`src/rtl/uart_pkg.sv`:
```
// Shared UART definitions: FSM state type, frame shape and elaboration-time
// parameter checks reused by the transmit arbiter and the receiver.
`ifndef UART_PKG_SV
`define UART_PKG_SV

`define UART_CHECK_NREQ(N_) \
  if ((N_) < 1) begin : g_bad_nreq \
    $fatal(1, "uart: NREQ must be at least 1"); \
  end

`define UART_CHECK_RATE(CLKF_, BR_) \
  if ((CLKF_) == 0 || (BR_) == 0) begin : g_bad_zero \
    $fatal(1, "uart: CLKF and BR must be nonzero"); \
  end else if ((CLKF_) < 2 * (BR_)) begin : g_bad_ratio \
    $fatal(1, "uart: CLKF must be at least 2*BR"); \
  end else if (((CLKF_) % (BR_)) != 0) begin : g_bad_div \
    $fatal(1, "uart: CLKF must be a multiple of BR"); \
  end

package uart_pkg;
  typedef enum logic [1:0] {
    IDLE  = 2'd0,
    START = 2'd1,
    DATA  = 2'd2,
    STOP  = 2'd3
  } uart_state_e;

  localparam int DATA_BITS = 8;
  localparam int STOP_BITS = 1;
endpackage

`endif

```
`src/rtl/uart_bit_timer.sv`:
```
// Clock-enable style bit timer: counts 0..CPB-1 and flags the last clock of a bit.
module uart_bit_timer #(
  parameter int CPB = 16
) (
  input  logic clk,
  input  logic reset,
  input  logic restart,
  output logic bit_done
);
  localparam int CW = (CPB > 1) ? $clog2(CPB) : 1;
  localparam logic [CW-1:0] LAST = CW'(CPB - 1);

  logic [CW-1:0] cnt_q, cnt_d;

  // restart holds the count at zero so every state entry begins a full bit
  always_comb begin
    cnt_d = cnt_q;
    if (restart || (cnt_q == LAST)) begin
      cnt_d = '0;
    end else begin
      cnt_d = cnt_q + CW'(1);
    end
  end

  always_ff @(posedge clk or posedge reset) begin
    if (reset) begin
      cnt_q <= '0;
    end else begin
      cnt_q <= cnt_d;
    end
  end

  assign bit_done = (cnt_q == LAST);
endmodule

```
`src/rtl/uart_tx_arbiter.sv`:
```
// Round-robin arbiter sharing one 8N1 UART transmit line among NREQ byte requesters.
module uart_tx_arbiter
  import uart_pkg::*;
#(
  parameter  int NREQ = 4,
  parameter  int CLKF = 1_843_200,
  parameter  int BR   = 115_200,
  localparam int IDW  = (NREQ > 1) ? $clog2(NREQ) : 1
) (
  input  logic                 clk,
  input  logic                 reset,
  input  logic [NREQ-1:0]      req_valid,
  input  logic [8*NREQ-1:0]    req_data,
  output logic [NREQ-1:0]      req_ready,
  output logic                 tx,
  output logic                 busy,
  output logic [IDW-1:0]       grant_id
);
  localparam int CPB = (BR > 0) ? (CLKF / BR) : 2;

  `UART_CHECK_NREQ(NREQ)
  `UART_CHECK_RATE(CLKF, BR)
  if (STOP_BITS != 1) begin : g_bad_stop
    $fatal(1, "uart_tx_arbiter: only one stop bit is supported");
  end

  uart_state_e    state_q;
  logic [IDW-1:0] ptr_q, grant_q, win_s, cand_s, ptr_next_s;
  logic           found_s, accept_s, restart_s, bit_done_s;
  logic [7:0]     shreg_q, win_byte_s;
  logic [2:0]     idx_q;
  logic           tx_q, busy_q;

  // Scan from ptr downward in priority so the lowest offset from ptr wins last
  always_comb begin
    win_s   = '0;
    found_s = 1'b0;
    cand_s  = '0;
    for (int k = NREQ - 1; k >= 0; k--) begin
      cand_s  = IDW'((int'(ptr_q) + k) % NREQ);
      win_s   = req_valid[cand_s] ? cand_s : win_s;
      found_s = found_s | req_valid[cand_s];
    end
  end

  always_comb begin
    win_byte_s = 8'h00;
    for (int k = 0; k < NREQ; k++) begin
      win_byte_s = (IDW'(k) == win_s) ? req_data[8*k +: 8] : win_byte_s;
    end
  end

  always_comb begin
    req_ready = '0;
    if ((state_q == IDLE) && !reset && found_s) begin
      req_ready[win_s] = 1'b1;
    end else begin
      req_ready = '0;
    end
  end

  assign accept_s   = (state_q == IDLE) && found_s;
  assign ptr_next_s = (win_s == IDW'(NREQ - 1)) ? '0 : (win_s + IDW'(1));
  assign restart_s  = (state_q == IDLE) || bit_done_s;

  uart_bit_timer #(.CPB(CPB)) u_bit_timer (
    .clk      (clk),
    .reset    (reset),
    .restart  (restart_s),
    .bit_done (bit_done_s)
  );

  // Frame sequencer; tx is loaded one clock ahead so it changes with the state
  always_ff @(posedge clk or posedge reset) begin
    if (reset) begin
      state_q <= IDLE;
      ptr_q   <= '0;
      grant_q <= '0;
      shreg_q <= 8'h00;
      idx_q   <= 3'd0;
      tx_q    <= 1'b1;
      busy_q  <= 1'b0;
    end else begin
      case (state_q)
        IDLE: begin
          if (accept_s) begin
            shreg_q <= win_byte_s;
            grant_q <= win_s;
            ptr_q   <= ptr_next_s;
            tx_q    <= 1'b0;
            busy_q  <= 1'b1;
            state_q <= START;
          end
        end
        START: begin
          if (bit_done_s) begin
            idx_q   <= 3'd0;
            tx_q    <= shreg_q[0];
            state_q <= DATA;
          end
        end
        DATA: begin
          if (bit_done_s) begin
            if (idx_q == 3'(DATA_BITS - 1)) begin
              tx_q    <= 1'b1;
              state_q <= STOP;
            end else begin
              idx_q <= idx_q + 3'd1;
              tx_q  <= shreg_q[idx_q + 3'd1];
            end
          end
        end
        STOP: begin
          if (bit_done_s) begin
            busy_q  <= 1'b0;
            state_q <= IDLE;
          end
        end
        default: begin
          tx_q    <= 1'b1;
          busy_q  <= 1'b0;
          state_q <= IDLE;
        end
      endcase
    end
  end

  assign tx       = tx_q;
  assign busy     = busy_q;
  assign grant_id = grant_q;
endmodule

```
`config.mk`:
```
export PLATFORM = sky130hd
export DESIGN_NAME = uart_tx_arbiter
export DESIGN_NICKNAME = d
export VERILOG_FILES = /design/src/rtl/uart_pkg.sv /design/src/rtl/uart_bit_timer.sv /design/src/rtl/uart_tx_arbiter.sv
export SDC_FILE = /design/constraint.sdc
export NUM_CORES = 1
export LEC_CHECK = 0
export ABC_AREA = 0
export ABC_CLOCK_PERIOD_IN_PS = 3100
export CAP_MARGIN = 20
export CORE_MARGIN = 10
export CORE_UTILIZATION = 30
export CTS_BUF_LIST = sky130_fd_sc_hd__clkbuf_16
export CTS_CLUSTER_DIAMETER = 50
export DETAILED_ROUTE_END_ITERATION = 6
export PLACE_DENSITY = 0.61
export RECOVER_POWER = 50
export SETUP_SLACK_MARGIN = 0.05
export SLEW_MARGIN = 20
export SYNTH_ARGS = -nofsm -noshare
export SYNTH_HDL_FRONTEND = slang
export SYNTH_SLANG_ARGS = --single-unit
export TNS_END_PERCENT = 10
```
`constraint.sdc`:
```
create_clock -name clk -period 3.1 [get_ports clk]
set_clock_uncertainty 0.05 [all_clocks]
set_input_delay 0.62 -clock clk [delete_from_list [all_inputs] [get_ports clk]]
set_output_delay 0.62 -clock clk [all_outputs]
set_load 0.02 [all_outputs]
```
==> impl_metrics.json <==
{
  "cp_top_family": "buffers and inverters",
  "avgSynthCellArea_um2": 8.90,
  "cp.required_ns": 2.43,
  "clock_sinks": 23,
  "clkTransAtPathRegs_ns": 0.05,
  "gp_congestion": 0.754,
  "num_vias": 1464,
  "critPathSlowestCell": "clkdlybuf4s50_1",
  "synth.net_count": 231,
  "drv_slew": 0,
  "grt_pass1_wl_um": 7020,
  "die_w_um": 93.5,
  "crit_arrival_ns": 2.16,
  "hold_buffers": 0,
  "dieArea_um2": 8740,
  "syn_to_final_growth_pct": 39.5,
  "rsz0062_at_grt": "false",
  "dpl.hpwl_um": 3300,
  "place_area_um2": 2210,
  "status": "finished clean",
  "setup_viol": 0,
  "ant_nets": 0,
  "htreeDepth": 1,
  "fin_setup_tns_ns": 0,
  "yosys_warnings": 0,
  "synth_edf_count": 0,
  "crit_path_start_kind": "primary input",
  "clock_latency_ns": 0.25,
  "dp.cells": 302,
  "crit_chain": "clkdlybuf4s50_1 -> a21oi_1 -> or3_1 -> buf_4 -> ha_1 -> and3_2 -> buf_2",
  "cts_setup_buffers": 0,
  "cts_root_buffer": "clkbuf_16",
  "fill_cells": 521,
  "antenna_found_initial": 0,
  "end_kind": "primary output",
  "clk_path_buf_depth": 2,
  "cp_max_fo": 3,
  "critPathMaxStageDelay_ns": 0.47,
  "fin_util": 0.437,
  "fin_crit_sh": 0.912,
  "rows": 26,
  "wire_per_inst_um": 13.3,
  "grt_pass1_vias": 1543,
  "io_pins": 46,
  "initial_core_util": 0.313,
  "hold_viol": 0,
  "n_antenna_cell": 0,
  "ys.flop_type": "dfrtp_1",
  "tightest_slew_ns": 0.554,
  "grt_usage": 0.0962,
  "maxCapViolCount": 0,
  "yosysSeqAreaShare": 0.356,
  "layout-drive-gt1-share": 0.136,
  "drt-initial-drc-count": 32,
  "ys_ff_latch": 23,
  "crit_type": "in -> out",
  "multi_input_area_um2": 916,
  "path_buf_inv": 3,
  "dr.pass1.iters": 4,
  "netlist_area_um2": 1620,
  "finalPower_mw": 0.695,
  "drc_errors": 0,
  "fmax_mhz": 354,
  "port_buffers": 45,
  "routed_wl_um": 4070,
  "ff_latch_area_um2": 577,
  "core_um2": 5170,
  "finish.instance_area_um2": 2260,
  "synthArstFlopShare": 1.00,
  "ys_types": 36,
  "cts_buffers": 3,
  "grt_max_degree": 18,
  "p_leak_nw": 1.04,
  "maxSlewHeadroom": 0.631,
  "die_h_um": 93.5,
  "syn-instance-count": 182,
  "nets": 286,
  "period_minus_slack_ns": 2.83,
  "cts_tree": "done",
  "via_per_inst": 4.78,
  "vdd_drop_max_v": 0.000171,
  "overflow": 0,
  "hold_class": "reg -> reg",
  "finalNonFillerCells": 306,
  "pwr_density_cell_nw_per_um2": 307
}
-- worst reg2reg max path, stage by stage, from the launching register on --
cell,delay (ns)
dfrtp_1,0.43
mux2i_1,0.20
nor2_1,0.05
or3_1,0.38
buf_4,0.15
ha_1,0.18
buf_4,0.16
nor2b_1,0.15
a221oi_1,0.25
a211o_1,0.17
a21oi_1,0.06
-- metal layers --
layer	wire [um]	share of wire	vias up	track usage
li1	-	-	768	-
met1	1850	0.45	657	0.111
met2	1850	0.46	37	0.158
met3	352	0.086	2	0.0456
met4	20	0.0049	0	0.0193
met5	0	0	-	0
-- kinds of logic after synthesis --
kind of cell / after synthesis / share of synthesized area
buffers and inverters: 27 / 0.0788
DFF: 23 / 0.356
adders and majority gates: 11 / 0.0849
AOI/OAI and AO/OA: 63 / 0.259
xor gates and xnor gates: 1 / 0.00541
and+or+nand+nor: 50 / 0.171
muxes: 7 / 0.0456
-- area by class of cell --
class / instances / area share
timing repair buffer: 62 / 0.240
inverter: 15 / 0.0249
sequential: 23 / 0.255
clock buffer: 3 / 0.0332
clock inverter: 1 / 0.00221
multi-input combinational: 132 / 0.405
tap: 70 / 0.0388
-- flip-flops by register name, indices dropped and copies added (netlist names) --
register           count
u_bit_timer.cnt_q      4
grant_id               2
shreg_q                8
busy                   1
state_q                2
idx_q                  3
tx                     1
ptr_q                  2
-- synthesized netlist by cell type, types with 4 or more instances --
cell | count | area, um2
nor2b_1 | 8 | 50.1
buf_2 | 4 | 20.0
and3_2 | 5 | 37.5
nand2_1 | 11 | 41.3
nor2_1 | 12 | 45.0
o21ai_0 | 8 | 40.0
dfrtp_1 | 22 | 551
a22o_1 | 6 | 52.6
ha_1 | 11 | 138
a211o_1 | 8 | 70.1
inv_1 | 15 | 56.3
mux2i_1 | 4 | 40.0
clkbuf_1 | 5 | 18.8
a21oi_1 | 25 | 125
a221oi_1 | 8 | 70.1
-- what timing repair did --
item | in CTS | in global routing
endpoints found under the setup margin | 4 | 4
gates resized for setup | 12 | 5
hold endpoints to repair | 0 | 0
-- placed cells by master, fill, tap and decap left out, types with 8 or more instances in the layout --
master           synthesis  final
clkdlybuf4s50_1          0     37
a21oi_1                 25     25
dfrtp_1                 22     22
inv_1                   15     15
buf_4                    1     13
nor2_1                  12     12
nand2_1                 11     11
ha_1                    11     11
o21ai_0                  8      8
nor2b_1                  8      8
a221oi_1                 8      8
a211o_1                  8      8
-- through the flow --
stage	hold WS [ns]	setup slack, ns
final	0.444	0.273
after global routing	0.465	0.159
after CTS	0.447	0.00595
after detailed placement	0.435	-0.334
after global placement	0.430	-0.340
after floorplan	0.410	0.290
-- worst paths after layout --
path | start | endpoint | slack (ns) | cells past startpoint
worst min register to register | u_bit_timer.cnt_q[0]$_DFF_PP0_ | u_bit_timer.cnt_q[0]$_DFF_PP0_ | 0.44 | 1
worst max register to register | ptr_q[1]$_DFFE_PP0P_ | shreg_q[1]$_DFFE_PP0P_ | 0.75 | 10
min in group asynchronous | reset | ptr_q[0]$_DFFE_PP0P_ | 0.67 | 2
max in group asynchronous | reset | tx$_DFFE_PP1P_ | 1.57 | 3
worst min-delay path | u_bit_timer.cnt_q[0]$_DFF_PP0_ | u_bit_timer.cnt_q[0]$_DFF_PP0_ | 0.44 | 1
worst max-delay path | req_valid[3] | req_ready[2] | 0.27 | 7
-- power by group --
| part | switching [mW] | internal [mW] | leakage [nW] |
|---|---|---|---|
| registers | 0 | 0.300 | 0.303 |
| logic | 0.0464 | 0.0750 | 0.691 |
| clock network | 0.0996 | 0.173 | 0.0409 |
| total | 0.146 | 0.549 | 1.04 |
(Power assumes the default switching activity.)
